### src/rtl/alu_op_sequencer_pkg.sv
// Shared definitions for the ALU operation sequencer: FSM states,
// command-byte field positions and packet length.
package alu_op_sequencer_pkg;

  typedef enum logic [2:0] {
    IDLE   = 3'd0,
    GET_AL = 3'd1,
    GET_AH = 3'd2,
    GET_BL = 3'd3,
    GET_BH = 3'd4,
    EXEC   = 3'd5,
    RESP   = 3'd6
  } state_e;

  localparam int S_LSB     = 0;
  localparam int M_BIT     = 4;
  localparam int CIN_BIT   = 5;
  localparam int RSV_MSB   = 7;
  localparam int RSV_LSB   = 6;
  localparam int PKT_BYTES = 5;

  // True for the four operand-collection states, where the timeout runs.
  function automatic logic is_get_state(input state_e st);
    return (st == GET_AL) || (st == GET_AH) || (st == GET_BL) || (st == GET_BH);
  endfunction

endpackage

### src/rtl/alu_16bit.sv
// 16-bit bit-sliced ALU with a 74181-style function table.
// Each bit forms x = a | (s0 & b) | (s1 & ~b) and y = (s2 & a & ~b) | (s3 & a & b).
// Arithmetic (m=0): o = x + y + cin, cout is the carry out of bit 15.
// Logic (m=1):      o = ~(x ^ y), cout = 0.
module alu_16bit (
  input  logic [15:0] a,
  input  logic [15:0] b,
  input  logic        cin,
  input  logic        m,
  input  logic [3:0]  s,
  output logic [15:0] o,
  output logic        cout
);

  logic [15:0] x;
  logic [15:0] y;
  logic [15:0] h;
  logic [16:0] c;

  assign x = a | ({16{s[0]}} & b) | ({16{s[1]}} & ~b);
  assign y = ({16{s[2]}} & a & ~b) | ({16{s[3]}} & a & b);
  assign h = x ^ y;
  assign c[0] = cin;

  // Ripple carry through the per-bit slices.
  for (genvar i = 0; i < 16; i++) begin : g_slice
    assign c[i+1] = (x[i] & y[i]) | (h[i] & c[i]);
  end

  assign o    = m ? ~h : (h ^ c[15:0]);
  assign cout = m ? 1'b0 : c[16];

endmodule

### src/rtl/alu_op_sequencer.sv
// Collects a 5-byte operation packet (cmd, A lo/hi, B lo/hi) from a byte
// stream, runs it through alu_16bit for one cycle and holds the result
// under a valid/ready handshake. Aborts a packet on inter-byte timeout and
// rejects commands with reserved bits set.
//
// state  | meaning
// IDLE   | waiting for a command byte
// GET_AL | waiting for A[7:0]
// GET_AH | waiting for A[15:8]
// GET_BL | waiting for B[7:0]
// GET_BH | waiting for B[15:8]
// EXEC   | ALU inputs stable, result captured at end of cycle
// RESP   | result valid, waiting for out_ready
module alu_op_sequencer
  import alu_op_sequencer_pkg::*;
#(
  parameter int TIMEOUT = 255,
  parameter int CNT_W   = 8
) (
  input  logic        clk,
  input  logic        rst_n,
  input  logic        in_valid,
  output logic        in_ready,
  input  logic [7:0]  in_data,
  output logic        out_valid,
  input  logic        out_ready,
  output logic [15:0] out_result,
  output logic        out_cout,
  output logic        out_zero,
  output logic        err
);

  state_e             state_q, state_d;
  logic [15:0]        a_q, a_d;
  logic [15:0]        b_q, b_d;
  logic [3:0]         s_q, s_d;
  logic               m_q, m_d;
  logic               cin_q, cin_d;
  logic [CNT_W-1:0]   cnt_q, cnt_d;
  logic               in_ready_q, in_ready_d;
  logic               out_valid_q, out_valid_d;
  logic [15:0]        out_result_q, out_result_d;
  logic               out_cout_q, out_cout_d;
  logic               out_zero_q, out_zero_d;
  logic               err_q, err_d;

  logic               accept;
  logic [CNT_W-1:0]   cnt_inc;
  logic               timeout_hit;
  logic [15:0]        alu_o;
  logic               alu_cout;

  // ALU is fed only from registers so its inputs are steady during EXEC.
  alu_16bit u_alu (
    .a    (a_q),
    .b    (b_q),
    .cin  (cin_q),
    .m    (m_q),
    .s    (s_q),
    .o    (alu_o),
    .cout (alu_cout)
  );

  // Next-state, operand capture, timeout and output register computation.
  always_comb begin
    state_d      = state_q;
    a_d          = a_q;
    b_d          = b_q;
    s_d          = s_q;
    m_d          = m_q;
    cin_d        = cin_q;
    cnt_d        = '0;
    out_valid_d  = out_valid_q;
    out_result_d = out_result_q;
    out_cout_d   = out_cout_q;
    out_zero_d   = out_zero_q;
    err_d        = 1'b0;

    accept  = in_valid & in_ready_q;
    cnt_inc = cnt_q + CNT_W'(1);
    // A byte arriving on the terminal-count cycle wins over the abort.
    timeout_hit = (TIMEOUT != 0) && is_get_state(state_q) && !accept &&
                  (cnt_inc == CNT_W'(TIMEOUT));

    if (is_get_state(state_q) && !accept && (TIMEOUT != 0)) begin
      cnt_d = cnt_inc;
    end

    unique case (state_q)
      IDLE: begin
        if (accept) begin
          if (in_data[RSV_MSB:RSV_LSB] != 2'b00) begin
            err_d = 1'b1;
          end else begin
            s_d     = in_data[S_LSB +: 4];
            m_d     = in_data[M_BIT];
            cin_d   = in_data[CIN_BIT];
            state_d = GET_AL;
          end
        end
      end
      GET_AL: begin
        if (accept) begin
          a_d[7:0] = in_data;
          state_d  = GET_AH;
        end
      end
      GET_AH: begin
        if (accept) begin
          a_d[15:8] = in_data;
          state_d   = GET_BL;
        end
      end
      GET_BL: begin
        if (accept) begin
          b_d[7:0] = in_data;
          state_d  = GET_BH;
        end
      end
      GET_BH: begin
        if (accept) begin
          b_d[15:8] = in_data;
          state_d   = EXEC;
        end
      end
      EXEC: begin
        out_valid_d  = 1'b1;
        out_result_d = alu_o;
        out_cout_d   = alu_cout;
        out_zero_d   = (alu_o == 16'h0000);
        state_d      = RESP;
      end
      RESP: begin
        if (out_ready) begin
          out_valid_d = 1'b0;
          state_d     = IDLE;
        end
      end
      default: begin
        state_d = IDLE;
      end
    endcase

    if (timeout_hit) begin
      state_d = IDLE;
      a_d     = '0;
      b_d     = '0;
      s_d     = '0;
      m_d     = 1'b0;
      cin_d   = 1'b0;
      cnt_d   = '0;
      err_d   = 1'b1;
    end

    in_ready_d = (state_d == IDLE) || is_get_state(state_d);
  end

  // State and registered outputs, synchronous active-low reset.
  always_ff @(posedge clk) begin
    if (!rst_n) begin
      state_q      <= IDLE;
      a_q          <= '0;
      b_q          <= '0;
      s_q          <= '0;
      m_q          <= 1'b0;
      cin_q        <= 1'b0;
      cnt_q        <= '0;
      in_ready_q   <= 1'b0;
      out_valid_q  <= 1'b0;
      out_result_q <= '0;
      out_cout_q   <= 1'b0;
      out_zero_q   <= 1'b0;
      err_q        <= 1'b0;
    end else begin
      state_q      <= state_d;
      a_q          <= a_d;
      b_q          <= b_d;
      s_q          <= s_d;
      m_q          <= m_d;
      cin_q        <= cin_d;
      cnt_q        <= cnt_d;
      in_ready_q   <= in_ready_d;
      out_valid_q  <= out_valid_d;
      out_result_q <= out_result_d;
      out_cout_q   <= out_cout_d;
      out_zero_q   <= out_zero_d;
      err_q        <= err_d;
    end
  end

  assign in_ready   = in_ready_q;
  assign out_valid  = out_valid_q;
  assign out_result = out_result_q;
  assign out_cout   = out_cout_q;
  assign out_zero   = out_zero_q;
  assign err        = err_q;

endmodule

### config.mk
export PLATFORM = sky130hd
export DESIGN_NAME = alu_op_sequencer
export DESIGN_NICKNAME = d
export VERILOG_FILES = /design/src/rtl/alu_op_sequencer_pkg.sv /design/src/rtl/alu_16bit.sv /design/src/rtl/alu_op_sequencer.sv
export SDC_FILE = /design/constraint.sdc
export NUM_CORES = 1
export LEC_CHECK = 0
export CAP_MARGIN = 20
export CORE_ASPECT_RATIO = 0.9
export CORE_MARGIN = 2
export CORE_UTILIZATION = 34
export CTS_BUF_LIST = sky130_fd_sc_hd__clkbuf_4 sky130_fd_sc_hd__clkbuf_8
export DETAILED_ROUTE_END_ITERATION = 12
export GPL_ROUTABILITY_DRIVEN = 0
export PLACE_DENSITY_LB_ADDON = 0.25
export REMOVE_ABC_BUFFERS = 1
export SLEW_MARGIN = 20
export SYNTH_ARGS = -nofsm -noshare
export SYNTH_HDL_FRONTEND = slang
export SYNTH_HIERARCHICAL = 1
export SYNTH_SLANG_ARGS = --single-unit
### constraint.sdc
create_clock -name clk -period 10.3 [get_ports clk]
set_input_delay 2.06 -clock clk [delete_from_list [all_inputs] [get_ports clk]]
set_output_delay 2.06 -clock clk [all_outputs]
set_load 0.02 [all_outputs]
After elaboration in Yosys (flattened, before gate mapping) --
Cells that the tools add are included.
Word-level totals: flip-flop bits (word level) 70, latch bits 0, memory bits (writable) 0, memory bits (read-only) 0, bits of input ports 12, output and inout port bits 21, word-level logic and storage cells 133, memories kept 0
Operators by class: $add $sub $neg 1, multiply operators 0, divide/modulo/power cells 0, order comparisons 0, equal/unequal tests 12, shift operators 0, muxes and demuxes 17, bitwise gates (word level) 65, reduce and logical (&&, ||, !) cells 23
Operators with widths (count):
- $and A16 B16 Y16 | 6
- $or A16 B16 Y16 | 3
- $and A1 B1 Y1 | 33
- $not A16 Y16 | 2
- $xor A16 B16 Y16 | 2
- $mux W3 | 8
- $pmux W3 S7 | 1
- $logic_not A16 Y1 | 1
- $mux W16 | 1
- $or A1 B1 Y1 | 16
- $eq A3 B2 Y1 const B | 4
- $eq A3 B3 Y1 const B | 4
- $reduce_and A2 Y1 | 5
- $add A8 B1 Y8 const B | 1
- $eq A8 B8 Y1 const B | 1
- $logic_or A1 B1 Y1 | 7
- $eq A3 B1 Y1 const B | 2
- $logic_not A3 Y1 | 2
- $mux W1 | 6
- $reduce_bool A2 Y1 | 2
- $not A1 Y1 | 3
- $reduce_and A3 Y1 | 1
- $reduce_or A3 Y1 | 1
- $logic_and A1 B1 Y1 | 2
- 4 further kinds | 4

Depth between registers and ports, before layout --
Gate-level depths: netlist of the first run.
depth in word-level cells 37, mapped depth 26, gate-level depth less buffers 25

Hierarchy --
The synthesis of the first run kept the hierarchy.
By module, submodules not included:
- alu_op_sequencer | instances 1, cells an instance 299, area each 2871.5 um^2, sequential area each 1401.3 um^2
- alu_16bit | instances 1, cells an instance 138, area each 1370.1 um^2, sequential area each 0.0 um^2

Worst setup path before layout of the first run --
OpenSTA, ideal clock, no wires.
kind register -> register, start register s_q[0], end register out_zero_q (netlist: out_zero), library setup time 0.128 ns, arrival 7.482 ns, required time 10.172 ns, path slack 2.690 ns, stages on the path, launching flop included 27, path buffers 2, period minus slack after synthesis 7.610 ns, cells stage by stage dfxtp_1 > buf_2 > buf_6 > a211o_1 > fa_1 > fa_1 > fa_1 > fa_1 > fa_1 > fa_1 > fa_1 > fa_1 > fa_1 > fa_1 > fa_1 > fa_1 > fa_1 > fa_1 > fa_1 > inv_1 > fa_1 > mux2i_1 > nor4_1 > nand4_1 > nor2_1 > a21oi_1 > nor2_1
Between the ends: word-level cells in the longest chain between the ends 37, elaborated cells on any way between the ends 53, classes of those cells 1 x mux; 51 x bitwise; 1 x reduce/logical
RTL lines:
- start, declared | RTL line alu_op_sequencer.sv:36 | logic [3:0] s_q, s_d;
- start signal, assigned | RTL line alu_op_sequencer.sv:164 | s_q <= '0;
- start signal, assigned | RTL line alu_op_sequencer.sv:178 | s_q <= s_d;
- $and A16 B16 Y16 (*) | RTL line alu_16bit.sv:20 | assign x = a | ({16{s[0]}} & b) | ({16{s[1]}} & ~b);
- $or A16 B16 Y16 (*) (2 in a row) | RTL line alu_16bit.sv:20
- $xor A16 B16 Y16 | RTL line alu_16bit.sv:22 | assign h = x ^ y;
- $and A1 B1 Y1 | RTL line alu_16bit.sv:27 | assign c[i+1] = (x[i] & y[i]) | (h[i] & c[i]);
- $or A1 B1 Y1 | RTL line alu_16bit.sv:27
- $and A1 B1 Y1 | RTL line alu_16bit.sv:27
- $or A1 B1 Y1 | RTL line alu_16bit.sv:27
- $and A1 B1 Y1 | RTL line alu_16bit.sv:27
- [21 not listed]
- $and A1 B1 Y1 | RTL line alu_16bit.sv:27
- $or A1 B1 Y1 | RTL line alu_16bit.sv:27
- $and A1 B1 Y1 | RTL line alu_16bit.sv:27
- $or A1 B1 Y1 | RTL line alu_16bit.sv:27
- $xor A16 B16 Y16 | RTL line alu_16bit.sv:30 | assign o = m ? ~h : (h ^ c[15:0]);
- $mux W16 (*) | RTL line alu_16bit.sv:30
- named net alu_o[15] | RTL line alu_op_sequencer.sv:50 | logic [15:0] alu_o;
- $logic_not A16 Y1 (*) | RTL line alu_op_sequencer.sv:130 | out_zero_d = (alu_o == 16'h0000);
- end signal, assigned | RTL line alu_op_sequencer.sv:186 | out_zero_q <= out_zero_d;
- end, declared | RTL line alu_op_sequencer.sv:44 | logic out_zero_q, out_zero_d;
Mark *: on every way through the listed nets, which the timed path passes. The rest lies on a longest branch. A chain may end at the register's enable or synchronous reset.

Final worst setup path of the first run --
start register s_q[1], end register out_zero_q (netlist: out_zero)
Between the ends: word-level cells in the longest chain between the ends 36, elaborated cells on any way between the ends 52, classes of those cells 1 x mux; 50 x bitwise; 1 x reduce/logical
RTL lines (RTL line):
- $and A16 B16 Y16 (*) | alu_16bit.sv:20
- $or A16 B16 Y16 (*) | alu_16bit.sv:20
- $xor A16 B16 Y16 | alu_16bit.sv:22
- $and A1 B1 Y1 | alu_16bit.sv:27
- $or A1 B1 Y1 | alu_16bit.sv:27
- $and A1 B1 Y1 | alu_16bit.sv:27
- $or A1 B1 Y1 | alu_16bit.sv:27
- $and A1 B1 Y1 | alu_16bit.sv:27
- [21 not listed]
- $and A1 B1 Y1 | alu_16bit.sv:27
- $or A1 B1 Y1 | alu_16bit.sv:27
- $and A1 B1 Y1 | alu_16bit.sv:27
- $or A1 B1 Y1 | alu_16bit.sv:27
- $xor A16 B16 Y16 | alu_16bit.sv:30
- $mux W16 (*) | alu_16bit.sv:30
- named net alu_o[15] | alu_op_sequencer.sv:50
- $logic_not A16 Y1 (*) | alu_op_sequencer.sv:130
Marks and branches as above.

==> flow_results.xml, run 1 <==
<?xml version="1.0" encoding="UTF-8"?>
<metrics>
  <group name="power">
    <metric name="sequential_power_share" unit="%">48.1</metric>
    <metric name="p_int" unit="mW">0.445</metric>
    <metric name="combinationalPowerShare" unit="%">6.0</metric>
    <metric name="power_per_cell_area" unit="nW/um^2">117</metric>
    <metric name="finalPower" unit="mW">0.572</metric>
    <metric name="switching_share" unit="%">22.3</metric>
    <metric name="vdd_drop_max" unit="V">0.0000657</metric>
    <metric name="power.share.clock" unit="%">45.9</metric>
    <metric name="p_leak" unit="nW">1.89</metric>
    <metric name="reported_net_switching_power" unit="mW">0.127</metric>
  </group>
  <group name="finish">
    <metric name="post_route_cells_drive_above_1_share" unit="%">17.3</metric>
    <metric name="layout.cells.most_common" unit="">dfxtp_1</metric>
    <metric name="final_cells" unit="">627</metric>
    <metric name="antenna_cells_inserted" unit="">0</metric>
    <metric name="post-route-cell-area" unit="sq um">4890</metric>
    <metric name="num-fill-cells" unit="">1221</metric>
    <metric name="finalNetCount" unit="">508</metric>
    <metric name="syn_to_final_growth" unit="%">15.3</metric>
    <metric name="layout.cells.most_common_list" unit="">70 x dfxtp_1, 65 x mux2i_1, 43 x nand2_1</metric>
  </group>
  <group name="global_routing">
    <metric name="grt_max_degree" unit="">42</metric>
    <metric name="grt_pass1_wl" unit="um">15400</metric>
    <metric name="first_global_vias" unit="">3054</metric>
    <metric name="grt_antenna_before_repair" unit="">0</metric>
    <metric name="globalRoute.totalOverflow" unit="">0</metric>
    <metric name="grt_use_total" unit="%">15.1</metric>
  </group>
  <group name="synthesis">
    <metric name="syn_inst_count" unit="">437</metric>
    <metric name="ys_ff_latch" unit="">70</metric>
    <metric name="synth.yosys.warnings" unit="">6</metric>
    <metric name="avgSynthCellArea" unit="sq um">9.71</metric>
    <metric name="synth_top_flop_cell" unit="">dfxtp_1</metric>
    <metric name="synth-edff-count" unit="">0</metric>
    <metric name="synth_top_cell_by_area" unit="">dfxtp_1</metric>
    <metric name="yosys-top-cells-area" unit="">dfxtp_1 33%, mux2i_1 15%, fa_1 7.6%</metric>
    <metric name="synth_cell_types" unit="">45</metric>
    <metric name="synth_sequential_area_ratio" unit="%">33.0</metric>
    <metric name="yosys.area.top_type_share" unit="%">33.0</metric>
    <metric name="async_reset_ff_share" unit="%">0</metric>
    <metric name="synth.cell_area" unit="sq um">4240</metric>
  </group>
  <group name="floorplanning">
    <metric name="die_x" unit="um">122</metric>
    <metric name="floorplan.die_area" unit="sq um">13400</metric>
    <metric name="dieHeight" unit="um">110</metric>
    <metric name="row_count" unit="">38</metric>
    <metric name="core_region_area" unit="sq um">12100</metric>
    <metric name="initial_utilization" unit="%">35.0</metric>
    <metric name="num_io_pins" unit="">33</metric>
  </group>
  <group name="timing">
    <metric name="min_period" unit="ns">8.01</metric>
    <metric name="max-slew-margin-rel" unit="%">31.1</metric>
    <metric name="timing.setup.tns" unit="ns">0</metric>
    <metric name="hold_viol_final" unit="">0</metric>
    <metric name="setup-violations-final" unit="">0</metric>
    <metric name="final_period_util" unit="%">77.8</metric>
    <metric name="final-max-slew-violation-count" unit="">0</metric>
    <metric name="timing_worst_slew_pin_value" unit="ns">1.03</metric>
    <metric name="max_freq" unit="GHz">0.125</metric>
    <metric name="setup_repair_after_global_routing_missed_its_margin" unit="">false</metric>
    <metric name="fin_worst_skew" unit="ns">0.0108</metric>
  </group>
  <group name="flow_run">
    <metric name="drv.max_cap_violation_count" unit="">0</metric>
  </group>
  <group name="clock_tree">
    <metric name="clock-sinks" unit="">70</metric>
    <metric name="post_cts_resize_count" unit="">0</metric>
    <metric name="tritoncts" unit="">done</metric>
    <metric name="cts-root-buf" unit="">clkbuf_8</metric>
    <metric name="clock_pin_slew_worst_setup_and_hold_paths" unit="ns">0.07</metric>
    <metric name="ctsLongestPathBuffers" unit="">2</metric>
    <metric name="cts-htree-levels" unit="">3</metric>
    <metric name="clk_latency" unit="ns">0.36</metric>
    <metric name="cts_hold_buffers" unit="">0</metric>
    <metric name="cts_made_buffers" unit="">9</metric>
    <metric name="postCtsSetupBuffers" unit="">0</metric>
  </group>
  <group name="routing">
    <metric name="detail_route.wl_per_cell" unit="um">14.6</metric>
    <metric name="drtAntennaViolNets" unit="">0</metric>
    <metric name="totalWireLength" unit="um">9130</metric>
    <metric name="drt-pass1-iter-count" unit="">4</metric>
    <metric name="initial_detailed_routing_violation_count" unit="">165</metric>
    <metric name="avgViaCountPerCell" unit="">4.87</metric>
    <metric name="route.vias.total" unit="">3055</metric>
    <metric name="post-route-drc-count" unit="">0</metric>
  </group>
  <group name="placement">
    <metric name="placed_area" unit="sq um">4650</metric>
    <metric name="dp_hpwl" unit="um">6830</metric>
    <metric name="placed_cell_count" unit="">611</metric>
    <metric name="port_buffers" unit="">32</metric>
  </group>
  <group name="worst_setup_path">
    <metric name="worstPathArrival" unit="ns">8.24</metric>
    <metric name="critical_path_class" unit="">reg -&gt; reg</metric>
    <metric name="critical_path.endpoint_type" unit="">register</metric>
    <metric name="data_required_time_of_the_worst_path" unit="ns">10.52</metric>
    <metric name="worst_setup_path_start_kind" unit="">register</metric>
    <metric name="highest_net_fanout_along_the_worst_path" unit="">17</metric>
  </group>
  <group name="run_status">
    <metric name="status" unit="">finished clean</metric>
  </group>
  <group name="worst_hold_path">
    <metric name="worstHoldPathType" unit="">reg -&gt; reg</metric>
  </group>
</metrics>
[layer usage]
| metal | vias up | wire length (um) | global-route usage [%] |
|---|---|---|---|
| met4 | 0 | 125 | 5.50 |
| li1 | 1538 | - | - |
| met3 | 11 | 255 | 3.84 |
| met2 | 33 | 4510 | 26.2 |
| met1 | 1473 | 4240 | 18.2 |
| met5 | - | 0 | 0 |
[cell type report]
cell class | instances | area, sq um | area share (%)
multi-input cells | 331 | 2660 | 54.3
repair buffers | 34 | 335 | 6.85
well taps | 160 | 200 | 4.09
flip-flops and latches | 70 | 1400 | 28.6
inverters | 16 | 60.1 | 1.23
clock inverters | 3 | 65.1 | 1.33
clock buffers | 13 | 173 | 3.53
[registers in the layout, indices dropped and copies added (netlist names)]
name / cells
out_result: 16
err: 1
a_q: 16
cnt_q: 8
out_cout: 1
out_zero: 1
state_q: 3
m_q: 1
cin_q: 1
out_valid: 1
s_q: 4
in_ready: 1
b_q: 16
[synthesized netlist by cell type, drive strengths merged (2+ instances only)]
library cell / n
nor2b: 30
xor2: 2
nor3: 12
or3: 3
mux2i: 65
nand2: 45
ha: 18
inv: 16
a211oi: 2
a211o: 16
fa: 16
nor4: 5
and2: 2
o21ai: 4
a21oi: 28
nand4: 2
nor2: 57
clkbuf: 9
nand3b: 2
nand3: 4
buf: 11
dfxtp: 70
a31oi: 2
xnor2: 4
[kinds of logic (layout without fill, tap and decap cells)]
group | Yosys count | count (layout) | share of synthesized area, %
AND/OR/NAND/NOR | 167 | 167 | 23.2
flip-flops | 70 | 70 | 33.0
multiplexers | 66 | 66 | 15.6
AO/OA/AOI/OAI | 58 | 58 | 9.47
buffers and inverters | 36 | 66 | 4.57
adder cells (fa/ha/maj) | 34 | 34 | 12.9
XOR/XNOR | 6 | 6 | 1.24
[power by group through the flow]
stage | Clock [mW] | Sequential, mW | Combinational [mW]
after floorplan | 0 | 0.281 | 0.0202
final | 0.263 | 0.276 | 0.0342
after global routing | 0.284 | 0.276 | 0.0381
after CTS | 0.273 | 0.275 | 0.0346
after global placement | 0 | 0.282 | 0.0343
after detailed placement | 0 | 0.282 | 0.0344
[final timing paths]
path | from | end | cells past startpoint | slack [ns]
max reg2reg | s_q[1]$_SDFFE_PP0P_ | out_zero$_SDFFE_PN0N_ | 25 | 2.29
min | out_result[5]$_SDFFE_PN0N_ | out_result[5]$_SDFFE_PN0N_ | 2 | 0.45
min reg2reg | out_result[5]$_SDFFE_PN0N_ | out_result[5]$_SDFFE_PN0N_ | 2 | 0.45
max | s_q[1]$_SDFFE_PP0P_ | out_zero$_SDFFE_PN0N_ | 25 | 2.29
[metrics by stage]
step	hold WS [ns]	worst slack (ns)	utilization, %
after floorplan	0.480	2.71	-
after global placement	0.448	2.43	38.4
after detailed placement	0.450	2.29	38.4
after CTS	0.460	2.30	40.4
after global routing	0.478	1.90	40.4
final	0.453	2.29	40.4
[worst max-delay path, stage by stage, from the launching register on]
cell and delay (ns):
dfxtp_1 0.49, nor2b_4 0.21, a211o_1 0.27, fa_1 0.42, fa_1 0.42, fa_1 0.40
fa_1 0.39, fa_1 0.39, fa_1 0.39, fa_1 0.39, fa_1 0.39, fa_1 0.39
fa_1 0.39, fa_1 0.38, fa_1 0.39, fa_1 0.40, fa_1 0.39, fa_1 0.37
inv_1 0.07, fa_1 0.40, mux2i_1 0.18, nor4_1 0.07, nand4_1 0.08, nor2_1 0.04
a21oi_1 0.14, nor2_1 0.05
Note: power is estimated with default switching activity, not from simulation.
==> run 2, diff against run 1 <==
==> constraint.sdc (replaced) <==
create_clock -name clk -period 7 [get_ports clk]
set_input_delay 1.4 -clock clk [delete_from_list [all_inputs] [get_ports clk]]
set_output_delay 1.4 -clock clk [all_outputs]
set_load 0.02 [all_outputs]
==> run 2 against run 1 <==
  * The run now ends with negative setup slack left
  * Sequential cell count unchanged
  * Die area unchanged
  * Maximum frequency up 12%
  * Register-to-register slack worse by 2.4 ns
  * Hold slack better by 0.0044 ns
  * Sequential power up 46%
  * Total power up 34%
  * Critical path type unchanged
==> flow_results.xml, run 2 (synthesis gave the netlist of run 1 again) <==
<?xml version="1.0" encoding="UTF-8"?>
<metrics>
  <group name="finish">
    <metric name="final_cells" unit="">637</metric>
    <metric name="post_route_cells_drive_above_1_share" unit="%">23.3</metric>
    <metric name="syn_to_final_growth" unit="%">17.2</metric>
    <metric name="num-fill-cells" unit="">1238</metric>
    <metric name="antenna_cells_inserted" unit="">0</metric>
    <metric name="sequential_cell_area" unit="sq um">1400</metric>
    <metric name="post-route-cell-area" unit="sq um">4970</metric>
    <metric name="finalNetCount" unit="">519</metric>
    <metric name="multi_input_area" unit="sq um">2710</metric>
    <metric name="layout.cells.most_common" unit="">dfxtp_1</metric>
    <metric name="layout.cells.most_common_list" unit="">68 x dfxtp_1, 65 x mux2i_1, 42 x nand2_1</metric>
  </group>
  <group name="timing">
    <metric name="post-route-worst-setup-slack" unit="ns">-0.126</metric>
    <metric name="setup_repair_after_global_routing_missed_its_margin" unit="">true</metric>
    <metric name="hold_viol_final" unit="">0</metric>
    <metric name="max-slew-margin-rel" unit="%">31.8</metric>
    <metric name="fin_worst_skew" unit="ns">0.0115</metric>
    <metric name="max_freq" unit="GHz">0.140</metric>
    <metric name="setup-violations-final" unit="">1</metric>
    <metric name="final-max-slew-violation-count" unit="">0</metric>
    <metric name="min_period" unit="ns">7.13</metric>
    <metric name="final_period_util" unit="%">102</metric>
    <metric name="timing.setup.tns" unit="ns">-0.126</metric>
    <metric name="timing_worst_slew_pin_value" unit="ns">1.02</metric>
    <metric name="holdWs" unit="ns">0.458</metric>
  </group>
  <group name="clock_tree">
    <metric name="cts-root-buf" unit="">clkbuf_8</metric>
    <metric name="clock-sinks" unit="">70</metric>
    <metric name="postCtsSetupBuffers" unit="">0</metric>
    <metric name="clock_pin_slew_worst_setup_and_hold_paths" unit="ns">0.07</metric>
    <metric name="cts_hold_buffers" unit="">0</metric>
    <metric name="cts-htree-levels" unit="">3</metric>
    <metric name="cts_made_buffers" unit="">9</metric>
    <metric name="clk_latency" unit="ns">0.35</metric>
    <metric name="tritoncts" unit="">done</metric>
    <metric name="ctsLongestPathBuffers" unit="">2</metric>
  </group>
  <group name="global_routing">
    <metric name="globalRoute.totalOverflow" unit="">0</metric>
    <metric name="grt_use_total" unit="%">15.4</metric>
    <metric name="grt_max_degree" unit="">42</metric>
    <metric name="grt_pass1_wl" unit="um">15700</metric>
    <metric name="grt_antenna_before_repair" unit="">0</metric>
    <metric name="first_global_vias" unit="">3115</metric>
  </group>
  <group name="placement">
    <metric name="dpl_worst_slack" unit="ns">-0.852</metric>
    <metric name="port_buffers" unit="">32</metric>
    <metric name="placed_cell_count" unit="">622</metric>
    <metric name="dp_hpwl" unit="um">6910</metric>
    <metric name="placed_area" unit="sq um">4750</metric>
  </group>
  <group name="flow_run">
    <metric name="drv.max_cap_violation_count" unit="">0</metric>
  </group>
  <group name="routing">
    <metric name="post-route-drc-count" unit="">0</metric>
    <metric name="totalWireLength" unit="um">9660</metric>
    <metric name="drtAntennaViolNets" unit="">0</metric>
    <metric name="route.vias.total" unit="">3093</metric>
    <metric name="avgViaCountPerCell" unit="">4.86</metric>
    <metric name="initial_detailed_routing_violation_count" unit="">144</metric>
    <metric name="drt-pass1-iter-count" unit="">4</metric>
    <metric name="detail_route.wl_per_cell" unit="um">15.2</metric>
  </group>
  <group name="worst_setup_path">
    <metric name="crit_path_end" unit="">out_zero$_SDFFE_PN0N_</metric>
    <metric name="critical_path.endpoint_type" unit="">register</metric>
    <metric name="worst_setup_path_start_kind" unit="">register</metric>
    <metric name="worst_path_max_delay_cell" unit="">fa_1</metric>
    <metric name="cpPeakStageDelay" unit="ns">0.39</metric>
    <metric name="critical_path_class" unit="">reg -&gt; reg</metric>
    <metric name="worst_path_most_repeated_cell" unit="">fa_2</metric>
    <metric name="data_required_time_of_the_worst_path" unit="ns">7.21</metric>
    <metric name="cp_launch_point" unit="">s_q[1]$_SDFFE_PP0P_</metric>
    <metric name="critical_path.reg2reg.endpoint" unit="">out_zero$_SDFFE_PN0N_</metric>
    <metric name="worstPathArrival" unit="ns">7.33</metric>
    <metric name="worst_r2r_startpoint" unit="">s_q[1]$_SDFFE_PP0P_</metric>
    <metric name="highest_net_fanout_along_the_worst_path" unit="">2</metric>
    <metric name="reg2regPathDepth" unit="">25</metric>
    <metric name="rrSetupSlack" unit="ns">-0.13</metric>
  </group>
  <group name="floorplanning">
    <metric name="core_region_area" unit="sq um">12100</metric>
    <metric name="floorplan.die_area" unit="sq um">13400</metric>
    <metric name="row_count" unit="">38</metric>
    <metric name="num_io_pins" unit="">33</metric>
    <metric name="die_x" unit="um">122</metric>
    <metric name="dieHeight" unit="um">110</metric>
    <metric name="initial_utilization" unit="%">35.0</metric>
  </group>
  <group name="power">
    <metric name="power_per_cell_area" unit="nW/um^2">154</metric>
    <metric name="p_leak" unit="nW">1.89</metric>
    <metric name="vdd_drop_max" unit="V">0.0000791</metric>
  </group>
  <group name="worst_hold_path">
    <metric name="worstHoldPathType" unit="">reg -&gt; reg</metric>
  </group>
  <group name="run_status">
    <metric name="status" unit="">complete, but fails checks</metric>
    <metric name="failed_checks" unit="">negative setup slack</metric>
  </group>
</metrics>
[run 2: power breakdown]
part	switching (mW)	leakage, nW	total (mW)	internal (mW)
Combinational	0.0329	1.23	0.0562	0.0233
Sequential	0.00340	0.565	0.403	0.400
Clock	0.147	0.0968	0.305	0.158
Total	0.184	1.89	0.765	0.581
[run 2: final cells by class]
type / count / share of cell area [%]
multi-input combinational: 331 / 54.5
inverter: 16 / 1.21
clock inverter: 1 / 0.101
timing repair buffer: 45 / 8.41
sequential: 70 / 28.2
clock buffer: 14 / 3.50
tap: 160 / 4.03
[run 2: metal layers]
metal	track usage, %	part of all wire (%)	routed length (um)
met1	19.3	47	4570
met2	26.3	49	4700
met3	3.84	3.1	302
met4	4.84	0.90	87
met5	0	0	0
[run 2: how the worst min path moves through the flow]
stage                                           from  cells past startpoint                          to  slack [ns]
final                     out_result[8]$_SDFFE_PN0N_                      2  out_result[8]$_SDFFE_PN0N_        0.46
after global routing      out_result[8]$_SDFFE_PN0N_                      2  out_result[8]$_SDFFE_PN0N_        0.48
after CTS                 out_result[8]$_SDFFE_PN0N_                      2  out_result[8]$_SDFFE_PN0N_        0.46
after detailed placement  out_result[8]$_SDFFE_PN0N_                      2  out_result[8]$_SDFFE_PN0N_        0.45
after global placement    out_result[8]$_SDFFE_PN0N_                      2  out_result[8]$_SDFFE_PN0N_        0.45
after floorplan                  a_q[1]$_SDFFE_PP0P_                      2         a_q[1]$_SDFFE_PP0P_        0.48
[run 2: per-stage QoR]
step                power [mW]  utilization (%)
floorplan                0.443                -
detailed placement       0.469             39.1
global placement         0.468             39.1
global route             0.799             41.0
finish                   0.765             41.0
CTS                      0.777             41.0
[run 2: timing repair]
action | 4_1_cts | 5_1_grt
hold endpoints to repair | 0 | 0
gates resized for setup | 19 | 1
setup endpoints to repair | 5 | 2
pin swaps | 1 | 1
[run 2: worst max-delay path: cells and delay by family (launching register included)]
family | cells | cell delay (ns)
fa+ha+maj | 16 | 5.63
compound gates | 2 | 0.40
simple gates | 5 | 0.37
flops | 1 | 0.32
mux | 1 | 0.19
buf+inv | 1 | 0.06
==> run 3, diff against run 2 <==
--- a/config.mk
+++ b/config.mk
@@ -7,7 +7,6 @@
 export LEC_CHECK = 0
 export CAP_MARGIN = 20
 export CORE_ASPECT_RATIO = 0.9
-export CORE_MARGIN = 2
 export CORE_UTILIZATION = 34
 export CTS_BUF_LIST = sky130_fd_sc_hd__clkbuf_4 sky130_fd_sc_hd__clkbuf_8
 export DETAILED_ROUTE_END_ITERATION = 12
==> run 3 against run 2 <==
  * The run still ends with negative setup slack left
  * Combinational power fell by 0.7%
  * Utilization up 0.22 points
  * Non-clock buffer count unchanged
  * Sequential power about the same
  * Design area grew 0.53%
  * Final cell count rose by 0.16%
  * Die area decreased by 3.4%
  * Critical path type unchanged
==> flow_results.xml, run 3 (synthesis gave the netlist of run 1 again) <==
<?xml version="1.0" encoding="UTF-8"?>
<metrics>
  <group name="finish">
    <metric name="layout.cells.most_common_list" unit="">68 x dfxtp_1, 65 x mux2i_1, 43 x nand2_1</metric>
    <metric name="num-fill-cells" unit="">1201</metric>
    <metric name="post_route_cells_drive_above_1_share" unit="%">23.0</metric>
    <metric name="multi_input_area" unit="sq um">2700</metric>
    <metric name="final_cells" unit="">638</metric>
    <metric name="sequential_cell_area" unit="sq um">1410</metric>
    <metric name="syn_to_final_growth" unit="%">17.8</metric>
    <metric name="antenna_cells_inserted" unit="">0</metric>
    <metric name="layout.cells.most_common" unit="">dfxtp_1</metric>
    <metric name="finalNetCount" unit="">519</metric>
    <metric name="post-route-cell-area" unit="sq um">5000</metric>
  </group>
  <group name="worst_setup_path">
    <metric name="worstPathArrival" unit="ns">7.29</metric>
    <metric name="data_required_time_of_the_worst_path" unit="ns">7.22</metric>
    <metric name="critical_path.n_buffers_inverters" unit="">1</metric>
    <metric name="worst_setup_path_start_kind" unit="">register</metric>
    <metric name="critical_path.endpoint_type" unit="">register</metric>
    <metric name="worst_path_max_delay_cell" unit="">fa_1</metric>
    <metric name="worst_path_most_repeated_cell" unit="">fa_2</metric>
    <metric name="critical_path_class" unit="">reg -&gt; reg</metric>
    <metric name="highest_net_fanout_along_the_worst_path" unit="">2</metric>
    <metric name="cpPeakStageDelay" unit="ns">0.40</metric>
    <metric name="critical_path.top_delay_family" unit="">adder cells</metric>
  </group>
  <group name="placement">
    <metric name="placed_cell_count" unit="">622</metric>
    <metric name="placed_area" unit="sq um">4750</metric>
    <metric name="dp_hpwl" unit="um">6630</metric>
    <metric name="port_buffers" unit="">32</metric>
  </group>
  <group name="global_routing">
    <metric name="globalRoute.totalOverflow" unit="">0</metric>
    <metric name="grt_max_degree" unit="">42</metric>
    <metric name="grt_pass1_wl" unit="um">15900</metric>
    <metric name="grt_use_total" unit="%">16.0</metric>
    <metric name="first_global_vias" unit="">3105</metric>
    <metric name="grt_antenna_before_repair" unit="">0</metric>
  </group>
  <group name="run_status">
    <metric name="status" unit="">complete, but fails checks</metric>
    <metric name="failed_checks" unit="">negative setup slack</metric>
  </group>
  <group name="clock_tree">
    <metric name="cts_made_buffers" unit="">9</metric>
    <metric name="cts-htree-levels" unit="">3</metric>
    <metric name="cts-root-buf" unit="">clkbuf_8</metric>
    <metric name="ctsLongestPathBuffers" unit="">2</metric>
    <metric name="cts_hold_buffers" unit="">0</metric>
    <metric name="clock-sinks" unit="">70</metric>
    <metric name="clk_latency" unit="ns">0.35</metric>
    <metric name="tritoncts" unit="">done</metric>
    <metric name="clock_pin_slew_worst_setup_and_hold_paths" unit="ns">0.08</metric>
  </group>
  <group name="routing">
    <metric name="initial_detailed_routing_violation_count" unit="">143</metric>
    <metric name="detail_route.wl_per_cell" unit="um">14.5</metric>
    <metric name="post-route-drc-count" unit="">0</metric>
    <metric name="drtAntennaViolNets" unit="">0</metric>
    <metric name="route.vias.total" unit="">3081</metric>
    <metric name="drt-pass1-iter-count" unit="">4</metric>
    <metric name="avgViaCountPerCell" unit="">4.83</metric>
    <metric name="totalWireLength" unit="um">9240</metric>
  </group>
  <group name="floorplanning">
    <metric name="floorplan.die_area" unit="sq um">12900</metric>
    <metric name="num_io_pins" unit="">33</metric>
    <metric name="initial_utilization" unit="%">35.0</metric>
    <metric name="die_x" unit="um">120</metric>
    <metric name="core_region_area" unit="sq um">12100</metric>
    <metric name="row_count" unit="">38</metric>
    <metric name="dieHeight" unit="um">108</metric>
  </group>
  <group name="worst_hold_path">
    <metric name="worstHoldPathType" unit="">reg -&gt; reg</metric>
  </group>
  <group name="flow_run">
    <metric name="drv.max_cap_violation_count" unit="">0</metric>
  </group>
  <group name="timing">
    <metric name="post-route-worst-setup-slack" unit="ns">-0.0684</metric>
    <metric name="min_period" unit="ns">7.07</metric>
    <metric name="max_freq" unit="GHz">0.141</metric>
    <metric name="timing_worst_slew_pin_value" unit="ns">1.05</metric>
    <metric name="final_period_util" unit="%">101</metric>
    <metric name="final-max-slew-violation-count" unit="">0</metric>
    <metric name="fin_worst_skew" unit="ns">0.00932</metric>
    <metric name="hold_viol_final" unit="">0</metric>
    <metric name="setup-violations-final" unit="">1</metric>
    <metric name="max-slew-margin-rel" unit="%">29.9</metric>
    <metric name="setup_repair_after_global_routing_missed_its_margin" unit="">true</metric>
    <metric name="timing.setup.tns" unit="ns">-0.0684</metric>
  </group>
  <group name="power">
    <metric name="finalPower" unit="mW">0.801</metric>
    <metric name="power_per_cell_area" unit="nW/um^2">160</metric>
    <metric name="p_leak" unit="nW">1.89</metric>
    <metric name="vdd_drop_max" unit="V">0.000108</metric>
  </group>
</metrics>
[run 3: power breakdown]
part           total [mW]  switching (mW)  internal (mW)
clock network       0.342           0.159          0.183
logic              0.0558          0.0325         0.0232
registers           0.403         0.00348          0.400
total               0.801           0.195          0.606
[run 3: metrics by stage]
| step | hold WS [ns] | utilization [%] | setup slack, ns |
|---|---|---|---|
| 6_report | 0.460 | 41.2 | -0.0684 |
| 5_1_grt | 0.481 | 41.2 | -0.336 |
| 4_1_cts | 0.463 | 41.2 | -0.0797 |
| 3_5_place_dp | 0.453 | 39.1 | -0.816 |
| 3_3_place_gp | 0.453 | 39.1 | -0.712 |
| 2_1_floorplan | 0.480 | - | -0.592 |
[run 3: per-layer routing]
layer  global-route usage [%]  vias to the layer above  part of all wire, %
met1                     19.7                     1479                   47
met2                     27.2                       37                   48
met3                     4.75                        8                  4.0
met4                     4.02                        0                 0.93
li1                         -                     1557                    -
met5                        0                        -                    0
[run 3: tightest hold or removal path, delay by kind of cell, from the launching register on]
family,cells,cell delay (ns)
flip-flops,1,0.31
AND/OR/NAND/NOR,1,0.05
AO/OA/AOI/OAI,1,0.05
[run 3: cell type report]
type                    instances  share of cell area, %
flip-flops and latches         70                   28.1
clock buffers                  11                   3.03
multi-input cells             331                   54.1
inverters                      16                   1.20
clock inverters                 5                   1.15
repair buffers                 45                   8.36
well taps                     160                   4.01
[run 3: final timing paths]
| check | from | to | slack [ns] | depth (start not counted) |
|---|---|---|---|---|
| worst max-delay path | s_q[1]$_SDFFE_PP0P_ | out_zero$_SDFFE_PN0N_ | -0.07 | 25 |
| worst min register to register | out_result[10]$_SDFFE_PN0N_ | out_result[10]$_SDFFE_PN0N_ | 0.46 | 2 |
| worst max register to register | s_q[1]$_SDFFE_PP0P_ | out_zero$_SDFFE_PN0N_ | -0.07 | 25 |
| worst min-delay path | out_result[10]$_SDFFE_PN0N_ | out_result[10]$_SDFFE_PN0N_ | 0.46 | 2 |
[run 3: repair_timing]
item,in CTS,in global routing
gates resized for setup,19,0
endpoints found under the setup margin,5,2
pin swaps,2,0
buffers inserted,1,0
